File: src/rtl/uart_receiver_if.sv
// rtl/uart_receiver_if.sv - host-side holding-register handshake of uart_receiver
interface uart_receiver_if #(
  parameter int DATA_BITS = 8
);
  logic [DATA_BITS-1:0] data;
  logic                 valid;
  logic                 ack;
  logic                 rts;
  logic                 framing_error;
  logic                 overrun;
  logic                 parity_error;

  modport master (
    output data, valid, rts, framing_error, overrun, parity_error,
    input  ack
  );

  modport slave (
    input  data, valid, rts, framing_error, overrun, parity_error,
    output ack
  );
endinterface

File: src/rtl/uart_receiver.sv
// rtl/uart_receiver.sv - 8N1 UART receiver with one-byte holding register and rts handshake
// Optional even-parity bit between data and stop enabled by defining UART_RX_PARITY_EN.
module uart_receiver #(
  parameter int TICK_DIV  = 326,
  parameter int DATA_BITS = 8
) (
  input  logic            clock,
  input  logic            reset,
  input  logic            rx,
  uart_receiver_if.master host
);
  localparam int TW = (TICK_DIV > 1) ? $clog2(TICK_DIV) : 1;
  localparam int BW = $clog2(DATA_BITS + 1);

`ifdef UART_RX_PARITY_EN
  typedef enum logic [2:0] {IDLE, START, DATA, PARITY, STOP, BREAK} state_t;
`else
  typedef enum logic [2:0] {IDLE, START, DATA, STOP, BREAK} state_t;
`endif

  state_t               state_q, state_d;
  logic [1:0]           sync_q, sync_d;
  logic [TW-1:0]        tick_cnt_q, tick_cnt_d;
  logic [3:0]           sample_q, sample_d;
  logic [BW-1:0]        bit_cnt_q, bit_cnt_d;
  logic [DATA_BITS-1:0] shift_q, shift_d;
  logic [DATA_BITS-1:0] data_q, data_d;
  logic                 valid_q, valid_d;
  logic                 rts_q, rts_d;
  logic                 framing_err_q, framing_err_d;
  logic                 overrun_q, overrun_d;
`ifdef UART_RX_PARITY_EN
  logic                 parity_bad_q, parity_bad_d;
  logic                 parity_err_q, parity_err_d;
`endif

  logic rxs;
  logic tick;
  logic bit_tick;
  logic frame_ok;

  assign rxs      = sync_q[1];
  assign tick     = (tick_cnt_q == TW'(TICK_DIV - 1));
  assign bit_tick = tick && (sample_q == 4'hF);

  always_comb begin
    state_d       = state_q;
    sync_d        = {sync_q[0], rx};
    tick_cnt_d    = tick ? '0 : tick_cnt_q + 1'b1;
    sample_d      = tick ? sample_q + 1'b1 : sample_q;
    bit_cnt_d     = bit_cnt_q;
    shift_d       = shift_q;
    framing_err_d = 1'b0;
    frame_ok      = 1'b0;
`ifdef UART_RX_PARITY_EN
    parity_bad_d  = parity_bad_q;
    parity_err_d  = 1'b0;
`endif
    case (state_q)
      IDLE: begin
        // Restart the tick phase at the falling edge so ticks land mid-bit.
        if (!rxs) begin
          state_d    = START;
          tick_cnt_d = '0;
          sample_d   = '0;
        end
      end
      START: begin
        if (tick && sample_q == 4'd7) begin
          if (rxs) begin
            state_d = IDLE;
          end else begin
            state_d   = DATA;
            sample_d  = '0;
            bit_cnt_d = '0;
          end
        end
      end
      DATA: begin
        if (bit_tick) begin
          shift_d   = {rxs, shift_q[DATA_BITS-1:1]};
          bit_cnt_d = bit_cnt_q + 1'b1;
          if (bit_cnt_q == BW'(DATA_BITS - 1)) begin
`ifdef UART_RX_PARITY_EN
            state_d = PARITY;
`else
            state_d = STOP;
`endif
          end
        end
      end
`ifdef UART_RX_PARITY_EN
      PARITY: begin
        if (bit_tick) begin
          parity_bad_d = rxs ^ (^shift_q);
          state_d      = STOP;
        end
      end
`endif
      STOP: begin
        if (bit_tick) begin
          if (rxs) begin
            state_d = IDLE;
`ifdef UART_RX_PARITY_EN
            frame_ok     = !parity_bad_q;
            parity_err_d = parity_bad_q;
`else
            frame_ok = 1'b1;
`endif
          end else begin
            framing_err_d = 1'b1;
            state_d       = BREAK;
          end
        end
      end
      BREAK: begin
        if (rxs) state_d = IDLE;
      end
      default: state_d = IDLE;
    endcase

    data_d    = data_q;
    valid_d   = valid_q;
    overrun_d = 1'b0;
    // An ack in the completion cycle frees the slot for the new byte.
    if (frame_ok) begin
      if (!valid_q || host.ack) begin
        data_d  = shift_q;
        valid_d = 1'b1;
      end else begin
        overrun_d = 1'b1;
      end
    end else if (valid_q && host.ack) begin
      valid_d = 1'b0;
    end
    rts_d = ~valid_d;
  end

  always_ff @(posedge clock or negedge reset) begin
    if (!reset) begin
      state_q       <= IDLE;
      sync_q        <= 2'b11;
      tick_cnt_q    <= '0;
      sample_q      <= '0;
      bit_cnt_q     <= '0;
      shift_q       <= '0;
      data_q        <= '0;
      valid_q       <= 1'b0;
      rts_q         <= 1'b0;
      framing_err_q <= 1'b0;
      overrun_q     <= 1'b0;
`ifdef UART_RX_PARITY_EN
      parity_bad_q  <= 1'b0;
      parity_err_q  <= 1'b0;
`endif
    end else begin
      state_q       <= state_d;
      sync_q        <= sync_d;
      tick_cnt_q    <= tick_cnt_d;
      sample_q      <= sample_d;
      bit_cnt_q     <= bit_cnt_d;
      shift_q       <= shift_d;
      data_q        <= data_d;
      valid_q       <= valid_d;
      rts_q         <= rts_d;
      framing_err_q <= framing_err_d;
      overrun_q     <= overrun_d;
`ifdef UART_RX_PARITY_EN
      parity_bad_q  <= parity_bad_d;
      parity_err_q  <= parity_err_d;
`endif
    end
  end

  assign host.data          = data_q;
  assign host.valid         = valid_q;
  assign host.rts           = rts_q;
  assign host.framing_error = framing_err_q;
  assign host.overrun       = overrun_q;
`ifdef UART_RX_PARITY_EN
  assign host.parity_error  = parity_err_q;
`else
  assign host.parity_error  = 1'b0;
`endif
endmodule

File: src/flat_wrapper.sv
// flat-port wrapper written by rule: the top's interface ports become plain ports
module uart_receiver_flat 
#(
  parameter int TICK_DIV  = 326,
  parameter int DATA_BITS = 8
)
  (clock, reset, rx, host_data, host_valid, host_rts, host_framing_error, host_overrun, host_parity_error, host_ack);
  uart_receiver_if #(.DATA_BITS(DATA_BITS)) host_i ();
  input  logic clock;
  input  logic reset;
  input  logic rx;
  output wire logic [$bits(host_i.data)-1:0] host_data;
  output wire logic [$bits(host_i.valid)-1:0] host_valid;
  output wire logic [$bits(host_i.rts)-1:0] host_rts;
  output wire logic [$bits(host_i.framing_error)-1:0] host_framing_error;
  output wire logic [$bits(host_i.overrun)-1:0] host_overrun;
  output wire logic [$bits(host_i.parity_error)-1:0] host_parity_error;
  input wire logic [$bits(host_i.ack)-1:0] host_ack;
  assign host_data = host_i.data;
  assign host_valid = host_i.valid;
  assign host_rts = host_i.rts;
  assign host_framing_error = host_i.framing_error;
  assign host_overrun = host_i.overrun;
  assign host_parity_error = host_i.parity_error;
  assign host_i.ack = host_ack;
  uart_receiver #(.TICK_DIV(TICK_DIV), .DATA_BITS(DATA_BITS)) u_core (.clock(clock), .reset(reset), .rx(rx), .host(host_i));
endmodule
File: config.mk
export PLATFORM = sky130hd
export DESIGN_NAME = uart_receiver_flat
export DESIGN_NICKNAME = d
export VERILOG_FILES = /design/src/rtl/uart_receiver_if.sv /design/src/rtl/uart_receiver.sv /design/src/flat_wrapper.sv
export SDC_FILE = /design/constraint.sdc
export NUM_CORES = 1
export LEC_CHECK = 0
export BUFFER_PORTS_ARGS = -buffer_cell sky130_fd_sc_hd__clkbuf_2
export CORE_AREA = 3 3 69 71
export DETAILED_ROUTE_END_ITERATION = 10
export DIE_AREA = 0 0 72 74
export PLACE_DENSITY = 0.68
export SYNTH_ARGS = -nofsm -noshare
export SYNTH_HDL_FRONTEND = slang
export SYNTH_SLANG_ARGS = --single-unit
File: constraint.sdc
create_clock -name clock -period 3.3 [get_ports clock]
set_clock_uncertainty 0.15 [all_clocks]
set_input_delay 0.165 -clock clock [delete_from_list [all_inputs] [get_ports clock]]
set_output_delay 0.165 -clock clock [all_outputs]
set_load 0.005 [all_outputs]
==> qor.csv, run 1 <==
stage;metric;value;unit
global_route;use_met1;0.188;
cts;postCtsSetupRepairBufs;0;
route;detail_route.wirelength;3210;µm
yosys;yosys.area.top_type_share;0.531;
timing;slew_viol_final;0;
floorplanning;die_x;72;µm
timing;fin_tns_setup;0;ns
timing;final_hold_viol_count;0;
critical_path;cp_max_fo;12;
status;status;complete, no violations;
yosys;yosys-top-cells-area;dfrtp_1 53%, mux2_2 9.0%, nor2_1 3.4%;
critical_path;startpoint_type;flop;
floorplanning;num_rows;24;
placed_design;dp.final_hpwl;2250;µm
cts;clockRootBuffer;clkbuf_8;
timing;rsz0062_at_grt;false;
yosys;yosys_warnings;0;
global_route;grt_pass1_vias;1169;
power_and_ir_drop;leakage;1.02;nW
finish;area_growth;11.3;%
floorplanning;dieHeight;74;µm
yosys;synth-seq-cells;42;
critical_path;cp_slowest_cell;and4bb_1;
timing;period_share;0.669;
route;drt-initial-drc-count;58;
yosys;synthTopCellsByCount;40 x dfrtp_1, 17 x nor2_1, 15 x mux2_2, 12 x nand2_1, 11 x nand3_1;
finish;layout-drive-gt1-share;0.249;
min_path;min_path_type;in -> reg;
finish;stdcell_count;233;
route;antenna_left;0;
timing;max_clock_freq;453;MHz
cts;cts.sink_count;42;
timing;maxSlewHeadroom;0.327;
yosys;synth_async_sr_flop_share;1.00;
finish;final_nets;188;
placed_design;dp.cells;223;
yosys;synth-seq-area-share;0.559;
critical_path;critical_path.max_stage_delay;0.49;ns
floorplanning;initial_core_util;0.439;
finish;fin_area;2100;µm²
global_route;grtUsageMet3;0.0378;
cts;clk_pin_slew_worst_paths;0.07;ns
route;routed_via_density;5.24;
critical_path;regToRegSetupSlack;1.09;ns
yosys;synth_edf_count;0;
finish;diodes;0;
critical_path;worstPathRequired;3.37;ns
placed_design;portBuffers;15;
global_route;grt_max_degree;43;
global_route;grt.total_usage;0.139;
yosys;synth-main-ff-cell;dfrtp_1;
global_route;grt_overflow;0;
global_route;antenna_found_initial;0;
critical_path;cp.arrival;2.28;ns
critical_path;cp_cell_sequence;ha_1, and4bb_1, nand4_4, or3_1, a21oi_1;
yosys;syn-instance-count;160;
run;maxCapViolCount;0;
floorplanning;core;4290;µm²
global_route;grt_first_pass_wirelength;5600;µm
power_and_ir_drop;peakVddDrop;0.301;mV
timing;setup_viol;0;
yosys;avgSynthCellArea;11.8;µm²
cts;cts_inserted_buffers;5;
global_route;busiest_layer;met2;
route;wl_per_cell;13.8;µm
route;firstDrtPassIters;4;
power_and_ir_drop;powerDensity;413;nW/µm²
placed_design;routabilityCongestion;0.828;
yosys;synth_most_common_cell;dfrtp_1;
yosys;synth_fp_nets;168;
route;dr_total_vias;1220;
yosys;ys_types;35;
placed_design;postPlaceCellArea;1990;µm²
cts;worstSkewPairLatency;0.29;ns
floorplanning;num_io_pins;17;
yosys;netlist_area;1890;µm²
floorplanning;dieArea;5330;µm²
critical_path;crit_type;reg -> reg;
timing;worst_pin_slew;1.01;ns
route;drc;0;
cts;h-tree-depth;2;
critical_path;cp-end-kind;flop;
cts;clockBufferDepth;2;
yosys;yosysTopAreaCell;dfrtp_1;
global_route;use_met2;0.206;
timing;fin_crit;2.21;ns
cts;cts_tree;done;
[report_power, final]
group / total [mW] / switching [mW] / internal (mW) / leakage (nW)
Clock: 0.335 / 0.166 / 0.169 / 0.0482
Combinational: 0.0151 / 0.0115 / 0.00359 / 0.414
Sequential: 0.518 / 0.00126 / 0.517 / 0.560
Total: 0.868 / 0.179 / 0.689 / 1.02
[final timing paths]
check | from | to | depth (start not counted)
worst max-delay path | u_core.tick_cnt_q[0] | u_core.bit_cnt_q[3] | 5
worst min-delay path | host_ack | u_core.host.valid | 3
worst max register to register | u_core.tick_cnt_q[0] | u_core.bit_cnt_q[3] | 5
worst min register to register | u_core.sync_q[0] | u_core.sync_q[1] | 0
max in group asynchronous | reset | u_core.host.data[4] | 2
min in group asynchronous | reset | u_core.sample_q[3] | 2
[stage by stage]
step | utilization | hold slack (ns) | setup slack (ns) | total power [mW]
floorplan | - | -0.281 | 1.50 | 0.530
global placement | 0.463 | 0.104 | 1.24 | 0.541
detailed placement | 0.463 | 0.106 | 1.13 | 0.542
CTS | 0.489 | 0.0376 | 1.11 | 0.882
global route | 0.489 | 0.0554 | 0.905 | 0.906
finish | 0.489 | 0.0494 | 1.09 | 0.868
[flip-flops by register name, indices dropped and copies added, names as in the netlist]
name	count
u_core.host.data	8
u_core.bit_cnt_q	4
u_core.sample_q	4
u_core.host.framing_error	1
u_core.tick_cnt_q	9
u_core.sync_q	2
u_core.host.rts	1
u_core.shift_q	8
u_core.host.overrun	1
u_core.host.valid	1
u_core.state_q	3
[cell families (layout without fill, tap and decap cells)]
| logic type | count (synthesis) | count (layout) | synth area share |
|---|---|---|---|
| AND/OR/NAND/NOR | 66 | 66 | 0.204 |
| adder cells (fa/ha/maj) | 4 | 4 | 0.0265 |
| flip-flops | 42 | 42 | 0.559 |
| buffers and inverters | 8 | 29 | 0.0279 |
| XOR/XNOR | 12 | 12 | 0.0557 |
| other | 1 | 1 | 0.00199 |
| multiplexers | 15 | 15 | 0.0896 |
| AO/OA/AOI/OAI | 12 | 12 | 0.0358 |
[worst max-delay path, delay by kind of cell, from the launching register on]
kind / cells / cell delay [ns]
adders and majority gates: 1 / 0.19
and+or+nand+nor: 3 / 1.20
DFF: 1 / 0.44
AOI/OAI and AO/OA: 1 / 0.15
[layout by cell type (no fill, tap or decap), types with 2 or more instances in the layout]
cell,Yosys,final
a21oi_1,3,3
and2_1,2,2
and3_1,4,4
and4bb_1,2,2
clkbuf_2,0,15
clkbuf_8,0,6
dfrtp_1,40,40
dfstp_2,2,2
dlygate4sd3_1,0,2
ha_1,4,4
inv_1,4,4
mux2_2,15,15
nand2_1,12,12
nand2b_1,2,2
nand3_1,11,11
nand4_1,3,3
nor2_1,17,17
nor2b_1,2,2
nor3_1,2,2
o21ai_0,5,5
xnor2_1,7,7
xor2_1,5,5
[routing by layer]
metal / up-vias / part of all wire
met5: - / 0
met4: 0 / 0.020
li1: 589 / -
met3: 5 / 0.038
met2: 17 / 0.45
met1: 609 / 0.49
[final cells by class]
class | instances | area, µm²
Fill cell | 394 | 2190
Sequential cell | 42 | 1050
Multi-Input combinational cell | 110 | 779
Timing Repair Buffer | 17 | 95.1
Clock buffer | 7 | 86.3
Tap cell | 52 | 65.1
Inverter | 4 | 15.0
Clock inverter | 1 | 5.00
[timing repair]
| action | 4_1_cts | 5_1_grt |
|---|---|---|
| resized for setup | 0 | 0 |
| endpoints found under the hold margin | 41 | 0 |
| hold buffers | 2 | 0 |
No activity file was read; power rests on OpenSTA's default activity.
==> run 2, diff against run 1 <==
==> constraint.sdc (replaced) <==
create_clock -name clock -period 2.32 [get_ports clock]
set_clock_uncertainty 0.15 [all_clocks]
set_input_delay 0.116 -clock clock [delete_from_list [all_inputs] [get_ports clock]]
set_output_delay 0.116 -clock clock [all_outputs]
set_load 0.005 [all_outputs]
==> run 2 against run 1 <==
Sequential cell count did not move. Total power is 42% higher. Largest cell class unchanged. Highest routed layer unchanged. Sequential power up 42%. Global-route usage is 0.71 points lower. Utilization increased by 0.93 points. Critical path depth grew 1.
==> qor.csv, run 2 (synthesis gave the netlist of run 1 again) <==
stage;metric;value;unit;change
status;status;complete, no violations;;unchanged
global_route;grt_overflow;0;;unchanged
finish;largest_reg_flops;9;;unchanged
route;drc;0;;unchanged
cts;hold_buffers;3;;was 2
timing;rsz0062_at_grt;false;;unchanged
global_route;busiest_layer;met2;;unchanged
cts;cts.sink_count;42;;unchanged
min_path;hp-start;u_core.sync_q[0];;was host_ack
timing;maxSlewHeadroom;0.652;;was 0.327
cts;cts_resized;0;;unchanged
cts;clockBufferDepth;2;;unchanged
finish;layout-drive-gt1-share;0.263;;was 0.249
placed_design;routabilityCongestion;0.810;;was 0.828
finish;area_growth;13.5;%;was 11.3%
cts;postCtsSetupRepairBufs;0;;unchanged
floorplanning;num_rows;24;;unchanged
global_route;grt_pass1_vias;1234;;was 1169
finish;diodes;0;;unchanged
finish;final_common_cell;dfrtp_1;;unchanged
route;drt-initial-drc-count;40;;was 58
cts;clk_pin_slew_worst_paths;0.07;ns;about the same
route;wl_per_cell;13.3;µm;was 13.8 µm
timing;hold_slack;0.208;ns;was 0.0494 ns
route;antenna_left;0;;unchanged
route;firstDrtPassIters;4;;unchanged
timing;final_hold_viol_count;0;;unchanged
placed_design;dp.final_hpwl;2260;µm;was 2250 µm
global_route;grt_first_pass_wirelength;5430;µm;was 5600 µm
critical_path;crit_type;reg -> reg;;unchanged
critical_path;worstPathRequired;2.34;ns;was 3.37 ns
critical_path;cp-startpoint;u_core.tick_cnt_q[1];;was u_core.tick_cnt_q[0]
timing;slew_viol_final;0;;unchanged
global_route;grt.total_usage;0.132;;was 0.139
floorplanning;die_x;72;µm;unchanged
route;routed_via_density;5.15;;was 5.24
critical_path;startpoint_type;flop;;unchanged
power_and_ir_drop;peakVddDrop;0.344;mV;was 0.301 mV
run;maxCapViolCount;0;;unchanged
timing;setup_viol;0;;unchanged
critical_path;cp_cell_sequence;inv_1, ha_1, and4bb_1, nand3_4, nor2_4, mux2_2;;was ha_1, and4bb_1, nand4_4, or3_1, a21oi_1
cts;worstSkewPairLatency;0.29;ns;about the same
finish;final_nets;193;;was 188
timing;worst_pin_slew;0.521;ns;was 1.01 ns
cts;clockRootBuffer;clkbuf_8;;unchanged
global_route;grtUsageMet3;0.0338;;was 0.0378
timing;max_clock_freq;488;MHz;was 453 MHz
global_route;use_met2;0.211;;was 0.206
route;dr_total_vias;1225;;was 1220
power_and_ir_drop;leakage;1.05;nW;was 1.02 nW
critical_path;cp_slowest_cell;dfrtp_1;;was and4bb_1
timing;fin_crit;2.05;ns;was 2.21 ns
critical_path;cp-end-kind;flop;;unchanged
floorplanning;dieArea;5330;µm²;unchanged
floorplanning;num_io_pins;17;;unchanged
critical_path;cp_max_fo;8;;was 12
critical_path;cp.arrival;2.07;ns;was 2.28 ns
power_and_ir_drop;powerDensity;577;nW/µm²;was 413 nW/µm²
cts;cts_inserted_buffers;5;;unchanged
floorplanning;initial_core_util;0.439;;unchanged
finish;layout_common_cells;40 x dfrtp_1, 17 x nor2_1, 15 x mux2_2, 15 x clkbuf_2, 12 x nand2_1;;unchanged
timing;fin_tns_setup;0;ns;unchanged
critical_path;critPathTopFamily;simple AND/OR/NAND/NOR gates;;unchanged
floorplanning;core;4290;µm²;unchanged
placed_design;portBuffers;15;;unchanged
finish;regMostFlops;u_core.tick_cnt_q;;unchanged
timing;period_share;0.884;;was 0.669
min_path;min_path_type;reg -> reg;;was in -> reg
global_route;antenna_found_initial;0;;unchanged
route;detail_route.wirelength;3160;µm;was 3210 µm
critical_path;critical_path.max_stage_delay;0.41;ns;was 0.49 ns
cts;cts_tree;done;;unchanged
critical_path;reg2reg_from;u_core.tick_cnt_q[1];;was u_core.tick_cnt_q[0]
global_route;use_met1;0.165;;was 0.188
floorplanning;dieHeight;74;µm;unchanged
finish;n_fill_cell;385;;was 394
critical_path;crit_buf_inv;1;;was 0
cts;h-tree-depth;2;;unchanged
global_route;grt_max_degree;43;;unchanged
==> run 2: final timing paths <==
kind	cells past startpoint	slack, ns	end
worst max-delay path	6	0.27	u_core.host.data[3]
worst min-delay path	0	0.21	u_core.sync_q[1]
worst max register to register	6	0.27	u_core.host.data[3]
worst min register to register	0	0.21	u_core.sync_q[1]
max in group asynchronous	3	1.37	u_core.sync_q[0]
min in group asynchronous	3	0.27	u_core.state_q[1]
==> run 2: area by class of cell <==
class / count / area, µm² / area share
timing repair buffer: 22 / 135 / 0.0632
tap: 52 / 65.1 / 0.0304
inverter: 4 / 15.0 / 0.00702
clock buffer: 7 / 86.3 / 0.0404
sequential: 42 / 1050 / 0.492
multi-input combinational: 110 / 779 / 0.364
clock inverter: 1 / 5.00 / 0.00234
==> run 2: layer usage <==
metal | wire (µm) | vias up
li1 | - | 596
met1 | 1470 | 599
met2 | 1530 | 26
met3 | 116 | 4
met4 | 50 | 0
met5 | 0 | -
==> run 2: stage by stage <==
stage	cell area, µm²	cells	total power, mW	worst slack [ns]	util
after global placement	2020	227	0.771	0.368	0.470
after floorplan	1890	160	0.754	0.521	-
after global routing	2140	238	1.29	0.180	0.498
after CTS	2140	238	1.25	0.272	0.498
final	2140	238	1.23	0.269	0.498
after detailed placement	2020	227	0.773	0.270	0.470
==> run 2: where the power goes <==
part	internal [mW]	total, mW	leakage, nW	switching (mW)
Combinational	0.00735	0.0239	0.438	0.0166
Clock	0.240	0.473	0.0482	0.233
Sequential	0.735	0.737	0.560	0.00197
==> run 3, diff against run 2 <==
--- a/config.mk
+++ b/config.mk
@@ -6,10 +6,12 @@
 export NUM_CORES = 1
 export LEC_CHECK = 0
 export BUFFER_PORTS_ARGS = -buffer_cell sky130_fd_sc_hd__clkbuf_2
-export CORE_AREA = 3 3 69 71
+export CELL_PAD_IN_SITES_DETAIL_PLACEMENT = 0
+export CELL_PAD_IN_SITES_GLOBAL_PLACEMENT = 1
+export CORE_AREA = 3 3 88 57
 export DETAILED_ROUTE_END_ITERATION = 10
-export DIE_AREA = 0 0 72 74
-export PLACE_DENSITY = 0.68
+export DIE_AREA = 0 0 91 60
+export PLACE_DENSITY = 0.79
 export SYNTH_ARGS = -nofsm -noshare
 export SYNTH_HDL_FRONTEND = slang
 export SYNTH_SLANG_ARGS = --single-unit
==> run 3 against run 2 <==
Sequential power is essentially flat. Global-route usage is 0.23 points higher. Clock-buffer cell count fell by 1. Utilization grew 1.8 points. Maximum frequency is 0.15% lower. Critical path depth decreased by 2. Worst hold slack hardly changed. Die area up 2.5%. Sequential cell count unchanged. Cell count up 2.5%. Critical endpoint is now u_core.host.data[2].
==> qor.csv, run 3 (synthesis gave the netlist of run 1 again) <==
stage;metric;value;unit;change
status;status;complete, no violations;;unchanged
critical_path;regToRegSetupSlack;0.27;ns;about the same
floorplanning;num_io_pins;17;;unchanged
run;maxCapViolCount;0;;unchanged
timing;rsz0062_at_grt;false;;unchanged
cts;clockBufferDepth;2;;unchanged
timing;period_share;0.885;;was 0.884
route;dr_total_vias;1194;;was 1225
route;route.met3.wl;132;µm;was 116 µm
route;top_layer_used;met4;;unchanged
timing;fin_crit;2.05;ns;about the same
critical_path;worstPathRequired;2.35;ns;was 2.34 ns
cts;clk_pin_slew_worst_paths;0.08;ns;was 0.07 ns
min_path;min_path_type;reg -> reg;;unchanged
cts;clockRootBuffer;clkbuf_8;;unchanged
power_and_ir_drop;peakVddDrop;0.277;mV;was 0.344 mV
cts;worstSkewPairLatency;0.30;ns;was 0.29 ns
timing;slew_viol_final;0;;unchanged
critical_path;reg2reg_from;u_core.tick_cnt_q[3];;was u_core.tick_cnt_q[1]
placed_design;postPlaceCellArea;2010;µm²;was 2020 µm²
route;antenna_left;0;;unchanged
critical_path;cp_slowest_cell;and4bb_1;;was dfrtp_1
cts;cts_inserted_buffers;5;;unchanged
timing;worst_pin_slew;0.594;ns;was 0.521 ns
finish;final_common_cell;dfrtp_1;;unchanged
finish;diodes;0;;unchanged
global_route;grt_max_degree;43;;unchanged
critical_path;crit_buf_inv;0;;was 1
timing;setup_viol;0;;unchanged
route;drt-initial-drc-count;53;;was 40
global_route;grt_overflow;0;;unchanged
floorplanning;dieHeight;60;µm;was 74 µm
placed_design;portBuffers;15;;unchanged
route;wl_met1;1760;µm;was 1470 µm
route;firstDrtPassIters;4;;unchanged
route;drc;0;;unchanged
global_route;antenna_found_initial;0;;unchanged
global_route;grt.total_usage;0.135;;was 0.132
critical_path;startpoint_type;flop;;unchanged
critical_path;crit_end;u_core.host.data[2];;was u_core.host.data[3]
critical_path;cp_max_fo;10;;was 8
finish;fin_area;2140;µm²;about the same
route;wl_met2;1290;µm;was 1530 µm
route;wl_per_cell;13.3;µm;about the same
critical_path;critPathTopFamily;simple AND/OR/NAND/NOR gates;;unchanged
timing;fin_tns_setup;0;ns;unchanged
route;detail_route.wirelength;3250;µm;was 3160 µm
finish;final_nets;191;;was 193
critical_path;critical_path.max_stage_delay;0.55;ns;was 0.41 ns
floorplanning;num_rows;18;;was 24
timing;final_hold_viol_count;0;;unchanged
timing;max_clock_freq;487;MHz;was 488 MHz
critical_path;rr_worst_depth;4;;was 6
critical_path;cp-startpoint;u_core.tick_cnt_q[3];;was u_core.tick_cnt_q[1]
cts;cts_resized;0;;unchanged
global_route;grt_pass1_vias;1137;;was 1234
finish;layout-drive-gt1-share;0.261;;was 0.263
timing;maxSlewHeadroom;0.600;;was 0.652
power_and_ir_drop;powerDensity;583;nW/µm²;was 577 nW/µm²
critical_path;timing.rr.end;u_core.host.data[2];;was u_core.host.data[3]
cts;cts_tree;done;;unchanged
critical_path;crit_type;reg -> reg;;unchanged
critical_path;cp.arrival;2.09;ns;was 2.07 ns
critical_path;cp_cell_sequence;and4bb_1, nand3_4, nor2_4, mux2_2;;was inv_1, ha_1, and4bb_1, nand3_4, nor2_4, mux2_2
finish;layout_common_cells;40 x dfrtp_1, 17 x nor2_1, 15 x mux2_2, 15 x clkbuf_2, 12 x nand2_1;;unchanged
power_and_ir_drop;leakage;1.04;nW;was 1.05 nW
placed_design;dp.final_hpwl;2310;µm;was 2260 µm
global_route;grt_first_pass_wirelength;5480;µm;was 5430 µm
floorplanning;core;4140;µm²;was 4290 µm²
finish;area_growth;13.4;%;was 13.5%
critical_path;cp-end-kind;flop;;unchanged
floorplanning;initial_core_util;0.455;;was 0.439
cts;h-tree-depth;2;;unchanged
placed_design;routabilityCongestion;0.799;;was 0.810
finish;largest_reg_flops;9;;unchanged
floorplanning;dieArea;5460;µm²;was 5330 µm²
critical_path;cp_num_cells;4;;was 6
floorplanning;die_x;91;µm;was 72 µm
route;routed_via_density;4.89;;was 5.15
cts;cts.sink_count;42;;unchanged
finish;regMostFlops;u_core.tick_cnt_q;;unchanged
run 3: cell count changes in the layout (fill, tap and decap cells not counted), sizes merged:
| cell | change |
|---|---|
| clkinvlp | +1 |
| buf | -2 |
| clkbuf | -1 |
run 3: worst min-delay path by stage:
stage | slack [ns] | from | cells after the start | end
floorplan | -0.33 | reset | 0 | u_core.bit_cnt_q[0]
global placement | 0.05 | reset | 2 | u_core.tick_cnt_q[7]
detailed placement | 0.06 | reset | 2 | u_core.tick_cnt_q[8]
CTS | 0.21 | u_core.sync_q[0] | 0 | u_core.sync_q[1]
global route | 0.22 | u_core.sync_q[0] | 0 | u_core.sync_q[1]
finish | 0.21 | u_core.sync_q[0] | 0 | u_core.sync_q[1]
run 3: area by class of cell:
class                           count  area (µm²)
Timing Repair Buffer               20         120
Tap cell                           60        75.1
Multi-Input combinational cell    110         779
Sequential cell                    42        1050
Clock inverter                      2        12.5
Inverter                            4        15.0
Fill cell                         380        2010
Clock buffer                        6        82.6
run 3: repair_timing:
| item | CTS | global route |
|---|---|---|
| buffers inserted | 0 | 0 |
| endpoints found under the hold margin | 43 | 0 |
| hold buffers | 3 | 0 |
run 3: power by group:
part / leakage (nW) / switching [mW] / internal, mW
Clock: 0.0472 / 0.247 / 0.239
Combinational: 0.429 / 0.0167 / 0.00736
Sequential: 0.560 / 0.00208 / 0.735
run 3: through the flow:
stage                      util  hold slack (ns)  setup WS [ns]  power [mW]  std cells
after global placement    0.486           0.0521          0.345       0.772        233
after detailed placement  0.486           0.0632          0.256       0.772        233
after global routing      0.516            0.218          0.165        1.31        244
after floorplan               -           -0.330          0.521       0.754        160
after CTS                 0.516            0.209          0.250        1.27        244
final                     0.516            0.208          0.266        1.25        244
run 3: metal layers:
layer	vias to the layer above	global-route usage
met4	0	0.0644
met5	-	0
met2	18	0.177
met1	572	0.200
li1	596	-
met3	8	0.0415
